File: src/rtl/sram_mem_controller.sv
// Purpose : runs each MEM-stage load/store as two 16-bit half-word SRAM transfers
//           (low half, then high half), each phase lasting WAIT_CYCLES+1 cycles.
// Latency : miss 2*(WAIT_CYCLES+1)+1 cycles from request to ready; buffer hit 1 cycle.
// Backpres: ready=0 while an access is in flight; the pipeline freezes on ~ready.
// Ports   : clk/rst (async, active high); wr_en/rd_en/address/write_data from MEM;
//           read_data/ready to MEM; sram_addr/sram_dq_out/sram_dq_oe/sram_we_n to
//           the pads, sram_dq_in from the pads.
// Option  : `define SRAM_READ_BUFFER_EN adds a one-word read buffer (hit skips SRAM).
module sram_mem_controller #(
  parameter int unsigned ADDR_BASE   = 1024,
  parameter int unsigned WAIT_CYCLES = 2,
  parameter int unsigned SRAM_AW     = 18
) (
  input  logic               clk,
  input  logic               rst,
  input  logic               wr_en,
  input  logic               rd_en,
  input  logic [31:0]        address,
  input  logic [31:0]        write_data,
  output logic [31:0]        read_data,
  output logic               ready,
  output logic [SRAM_AW-1:0] sram_addr,
  output logic [15:0]        sram_dq_out,
  input  logic [15:0]        sram_dq_in,
  output logic               sram_dq_oe,
  output logic               sram_we_n
);

  typedef enum logic [1:0] {IDLE, LOW, HIGH, DONE} state_t;

  state_t      state, state_nxt;
  logic [2:0]  cnt;
  logic        op_wr;
  logic [31:0] widx_q;
  logic [31:0] wdata_q;
  logic [31:0] widx_in;
  logic        req;
  logic        phase_last;
  logic        hit;
  logic [31:0] hit_dat;

  // Word index wraps modulo 2^32; the byte offset bits fall out of the shift.
  assign widx_in    = (address - 32'(ADDR_BASE)) >> 2;
  assign req        = rd_en | wr_en;
  assign phase_last = (cnt == 3'(WAIT_CYCLES));

`ifdef SRAM_READ_BUFFER_EN
  logic        buf_vld;
  logic [31:0] buf_widx;
  logic [31:0] buf_dat;

  // A write request takes priority, so only a pure read can hit.
  assign hit     = rd_en & ~wr_en & buf_vld & (buf_widx == widx_in);
  assign hit_dat = buf_dat;

  // Filled on every read completion; kept coherent by writes to the same word.
  always_ff @(posedge clk or posedge rst) begin
    if (rst) begin
      buf_vld  <= 1'b0;
      buf_widx <= '0;
      buf_dat  <= '0;
    end else if (state == HIGH && phase_last) begin
      if (!op_wr) begin
        buf_vld  <= 1'b1;
        buf_widx <= widx_q;
        buf_dat  <= {sram_dq_in, read_data[15:0]};
      end else if (buf_vld && buf_widx == widx_q) begin
        buf_dat  <= wdata_q;
      end
    end
  end
`else
  logic unused_widx;

  assign hit         = 1'b0;
  assign hit_dat     = '0;
  // Only the low index bits reach the SRAM when there is no buffer to compare against.
  assign unused_widx = ^widx_q[31:SRAM_AW-1];
`endif

  always_ff @(posedge clk or posedge rst) begin
    if (rst) begin
      state     <= IDLE;
      cnt       <= '0;
      op_wr     <= 1'b0;
      widx_q    <= '0;
      wdata_q   <= '0;
      read_data <= '0;
      sram_addr <= '0;
    end else begin
      state <= state_nxt;
      case (state)
        IDLE: begin
          cnt <= '0;
          if (hit) begin
            read_data <= hit_dat;
          end else if (req) begin
            op_wr     <= wr_en;
            widx_q    <= widx_in;
            wdata_q   <= write_data;
            sram_addr <= {widx_in[SRAM_AW-2:0], 1'b0};
          end
        end
        LOW: begin
          if (phase_last) begin
            cnt       <= '0;
            sram_addr <= {widx_q[SRAM_AW-2:0], 1'b1};
            if (!op_wr) read_data[15:0] <= sram_dq_in;
          end else begin
            cnt <= cnt + 3'd1;
          end
        end
        HIGH: begin
          if (phase_last) begin
            cnt <= '0;
            if (!op_wr) read_data[31:16] <= sram_dq_in;
          end else begin
            cnt <= cnt + 3'd1;
          end
        end
        default: cnt <= '0;
      endcase
    end
  end

  // Strobe/enable are decoded from registered state so reset clears them at once.
  // we_n rises on the last cycle of each phase to give the SRAM data hold time.
  always_comb begin
    state_nxt   = state;
    ready       = 1'b0;
    sram_dq_oe  = 1'b0;
    sram_we_n   = 1'b1;
    sram_dq_out = '0;
    case (state)
      IDLE: begin
        ready = ~req;
        if (hit)      state_nxt = DONE;
        else if (req) state_nxt = LOW;
      end
      LOW: begin
        sram_dq_oe  = op_wr;
        sram_we_n   = ~(op_wr && (cnt < 3'(WAIT_CYCLES)));
        sram_dq_out = op_wr ? wdata_q[15:0] : 16'd0;
        if (phase_last) state_nxt = HIGH;
      end
      HIGH: begin
        sram_dq_oe  = op_wr;
        sram_we_n   = ~(op_wr && (cnt < 3'(WAIT_CYCLES)));
        sram_dq_out = op_wr ? wdata_q[31:16] : 16'd0;
        if (phase_last) state_nxt = DONE;
      end
      DONE: begin
        ready     = 1'b1;
        state_nxt = IDLE;
      end
      default: state_nxt = IDLE;
    endcase
  end

endmodule

File: config.mk
export PLATFORM = sky130hd
export DESIGN_NAME = sram_mem_controller
export DESIGN_NICKNAME = d
export VERILOG_FILES = /design/src/rtl/sram_mem_controller.sv
export SDC_FILE = /design/constraint.sdc
export NUM_CORES = 1
export LEC_CHECK = 0
export ABC_AREA = 1
export CAP_MARGIN = 20
export CORE_ASPECT_RATIO = 0.8
export CORE_MARGIN = 2
export CORE_UTILIZATION = 46
export CTS_CLUSTER_DIAMETER = 80
export DETAILED_ROUTE_END_ITERATION = 10
export PLACE_DENSITY = 0.88
export SLEW_MARGIN = 20
export SYNTH_ARGS = -nofsm -noshare
export SYNTH_HDL_FRONTEND = slang
export SYNTH_SLANG_ARGS = --single-unit
File: constraint.sdc
create_clock -name clk -period 5.55 [get_ports clk]
set_clock_uncertainty 0.05 [all_clocks]
set_input_delay 1.665 -clock clk [delete_from_list [all_inputs] [get_ports clk]]
set_output_delay 1.665 -clock clk [all_outputs]
set_load 0.02 [all_outputs]
==> results.toml <==
[drt]
wire_per_inst_um = 13.4
route.final.wire_length_mm = 11.5
route.detailed.vias_per_inst = 4.84
routed-via-count = 4144
dr.pass1.iters = 7
detail_route.iter0.violations = 399
drcViolationCount = 0
antenna_violating_nets_post_route = 0

[yosys]
synth-seq-area-share = 0.558
post_synth_inst_count = 588
synth_cell_type_count = 20
synth.top_cells.by_area = "dfrtp_1 (56%), nand2_1 (21%), o21ai_1 (4.3%)"
syn_area_per_cell_um2 = 8.01
syn-cell-area_um2 = 4710
warning_count_from_the_yosys_run = 0
ys_seq_elements = 105
post_synth_net_total = 678
post-synth-top-area-fraction = 0.558
synth_top_area_cell = "dfrtp_1"

[clock_network]
cts.root.buffer_cell = "clkbuf_16"
post_cts_hold_buffer_count = 0
worst_setup_hold_path_clk_slew_ps = 70
cts_post_setup_buffers_inserted = 0
cts_made_buffers = 9
worst_skew_late_latency_ps = 340
cts.repair.resized = 0
cts_tree = "built"
ctsLongestPathBuffers = 2
number_of_sinks_handled_by_clock_tree_synthesis = 105
cts_htree_levels = 3

[placement]
gpl.final_weighted_congestion = 0.847
post-dp-hpwl_mm = 8.04
placed_cell_area_um2 = 6130
place.detailed.instances = 841
port-buffer-count = 137

[power_and_ir_drop]
total_power_mw = 3.77
power-per-cell-area_nw_per_um2 = 588
leakagePower_nw = 3.15
peakVddDrop_v = 0.000307

[timing]
finalSetupViolCount = 0
final.setup.tns_ps = 0
finalWorstPathRequiredPeriod_ps = 4930
slew_viol_final = 0
setup_repair_after_global_routing_missed_its_margin = "false"
layout_worst_path_cycle_share = 0.888
tightestPinTransition_ps = 1020
fmaxAchievable_mhz = 203
timing_hold_violations_final = 0
timing.max_slew.rel_slack = 0.318

[min_path]
hold_path_depth = 2
hold_path_class = "flop to flop"

[critical_path]
critical_path_fanouts_max = 3
worstPathArrival_ps = 3210
crit_path_end_kind = "primary output"
worst_ep_required_time_ps = 3840
r2r.worst_path.cells = 9
critPathKind = "input port to primary output"
startpoint_type_of_the_worst_setup_path = "input port"

[layout]
nets = 802
drive_gt1_frac = 0.0446
finalInstanceArea_um2 = 6420
final-instance-count-excl-fill = 857
antenna_diode_count = 0
areaGrowthSynthToFinish_pct = 36.3

[floorplan]
starting_density_of_the_core = 0.466
die_extent_in_y_um = 94.5
floorplan_die_area_um2 = 11100
io-pin-count = 153
dieWidth_um = 117
rows = 33
core_area_um2 = 10100

[global_routing]
antenna_found_initial = 0
vias_in_the_first_global_route = 4027
grt_start_max_net_pins = 86
overflow = 0
grt_first_pass_wirelength_mm = 18.6
globalRouteTotalUtil = 0.214

[flow_run]
max_cap_violations = 0

[run_status]
status = "complete, no violations"
[metrics by stage]
step / util / hold WS (ps) / setup WS, ps
3_3_place_gp: 0.606 / 410 / 651
2_1_floorplan: - / 399 / 1070
3_5_place_dp: 0.606 / 416 / 613
5_1_grt: 0.634 / 456 / 569
6_report: 0.634 / 429 / 621
4_1_cts: 0.634 / 433 / 613
[area by class of cell]
class                      count  area (um^2)
clock buffer                   9          225
clock inverter                 7         61.3
fill                         817         3700
inverter                      52          200
multi-input combinational    404         1730
sequential                   105         2630
tap                          140          175
timing repair buffer         140         1390
[critical path: stages]
cell,delay (ps)
clkdlybuf4s50_1,410
inv_1,70
nand2_1,110
nor2_2,140
nor2_1,50
nor2_1,140
clkdlybuf4s50_1,630
[state kept, by name (all words and copies together), names as in the netlist]
register / count
cnt: 3
op_wr: 1
read_data: 32
sram_addr: 18
state: 2
wdata_q: 32
widx_q: 17
[logic make-up after synthesis]
logic type | count (synthesis) | share of synthesized area
AND/OR/NAND/NOR | 312 | 0.259
flip-flops | 105 | 0.558
AO/OA/AOI/OAI | 85 | 0.0914
adder cells (fa/ha/maj) | 6 | 0.0159
buffers and inverters | 79 | 0.0744
XOR/XNOR | 1 | 0.00186
[report_power, final]
| part | switching, mW | leakage [nW] | total (mW) | internal, mW |
|---|---|---|---|---|
| clock | 0.295 | 0.135 | 0.609 | 0.313 |
| sequential | 0.213 | 1.26 | 1.36 | 1.15 |
| combinational | 1.08 | 1.75 | 1.80 | 0.726 |
| total | 1.58 | 3.15 | 3.77 | 2.19 |
[cell usage after synthesis (all sizes together)]
cell / count
a21oi: 17
a31oi: 4
buf: 24
clkbuf: 3
dfrtp: 105
ha: 6
inv: 52
nand2: 264
nand3: 16
nor2: 31
nor3: 1
o21ai: 64
xor2: 1
[final timing paths]
path	startpoint	slack [ps]	end
max	wr_en	620	ready
min	sram_addr[15]$_DFFE_PP0P_	430	sram_addr[15]$_DFFE_PP0P_
max reg2reg	state[1]$_DFFE_PP0P_	2750	sram_addr[1]$_DFFE_PP0P_
min reg2reg	sram_addr[15]$_DFFE_PP0P_	430	sram_addr[15]$_DFFE_PP0P_
max in group asynchronous	rst	2900	read_data[27]$_DFFE_PP0P_
min in group asynchronous	rst	1780	wdata_q[12]$_DFFE_PP0P_
[metal layers]
metal / vias to the layer above / wire (um) / global-route usage
met5: - / 0 / 0
met4: 0 / 129 / 0.0559
met3: 16 / 869 / 0.0616
met2: 153 / 5460 / 0.350
met1: 1916 / 5020 / 0.281
li1: 2059 / - / -
[cells in the final DEF, fill, tap and decap left out, drive strengths merged]
master | netlist | final
a21oi | 17 | 17
a31oi | 4 | 4
buf | 24 | 3
clkbuf | 3 | 9
clkdlybuf4s50 | 0 | 137
clkinv | 0 | 1
clkinvlp | 0 | 2
dfrtp | 105 | 105
ha | 6 | 6
inv | 52 | 56
nand2 | 264 | 264
nand3 | 16 | 16
nor2 | 31 | 31
nor3 | 1 | 1
o21ai | 64 | 64
xor2 | 1 | 1
(Power assumes the default switching activity.)
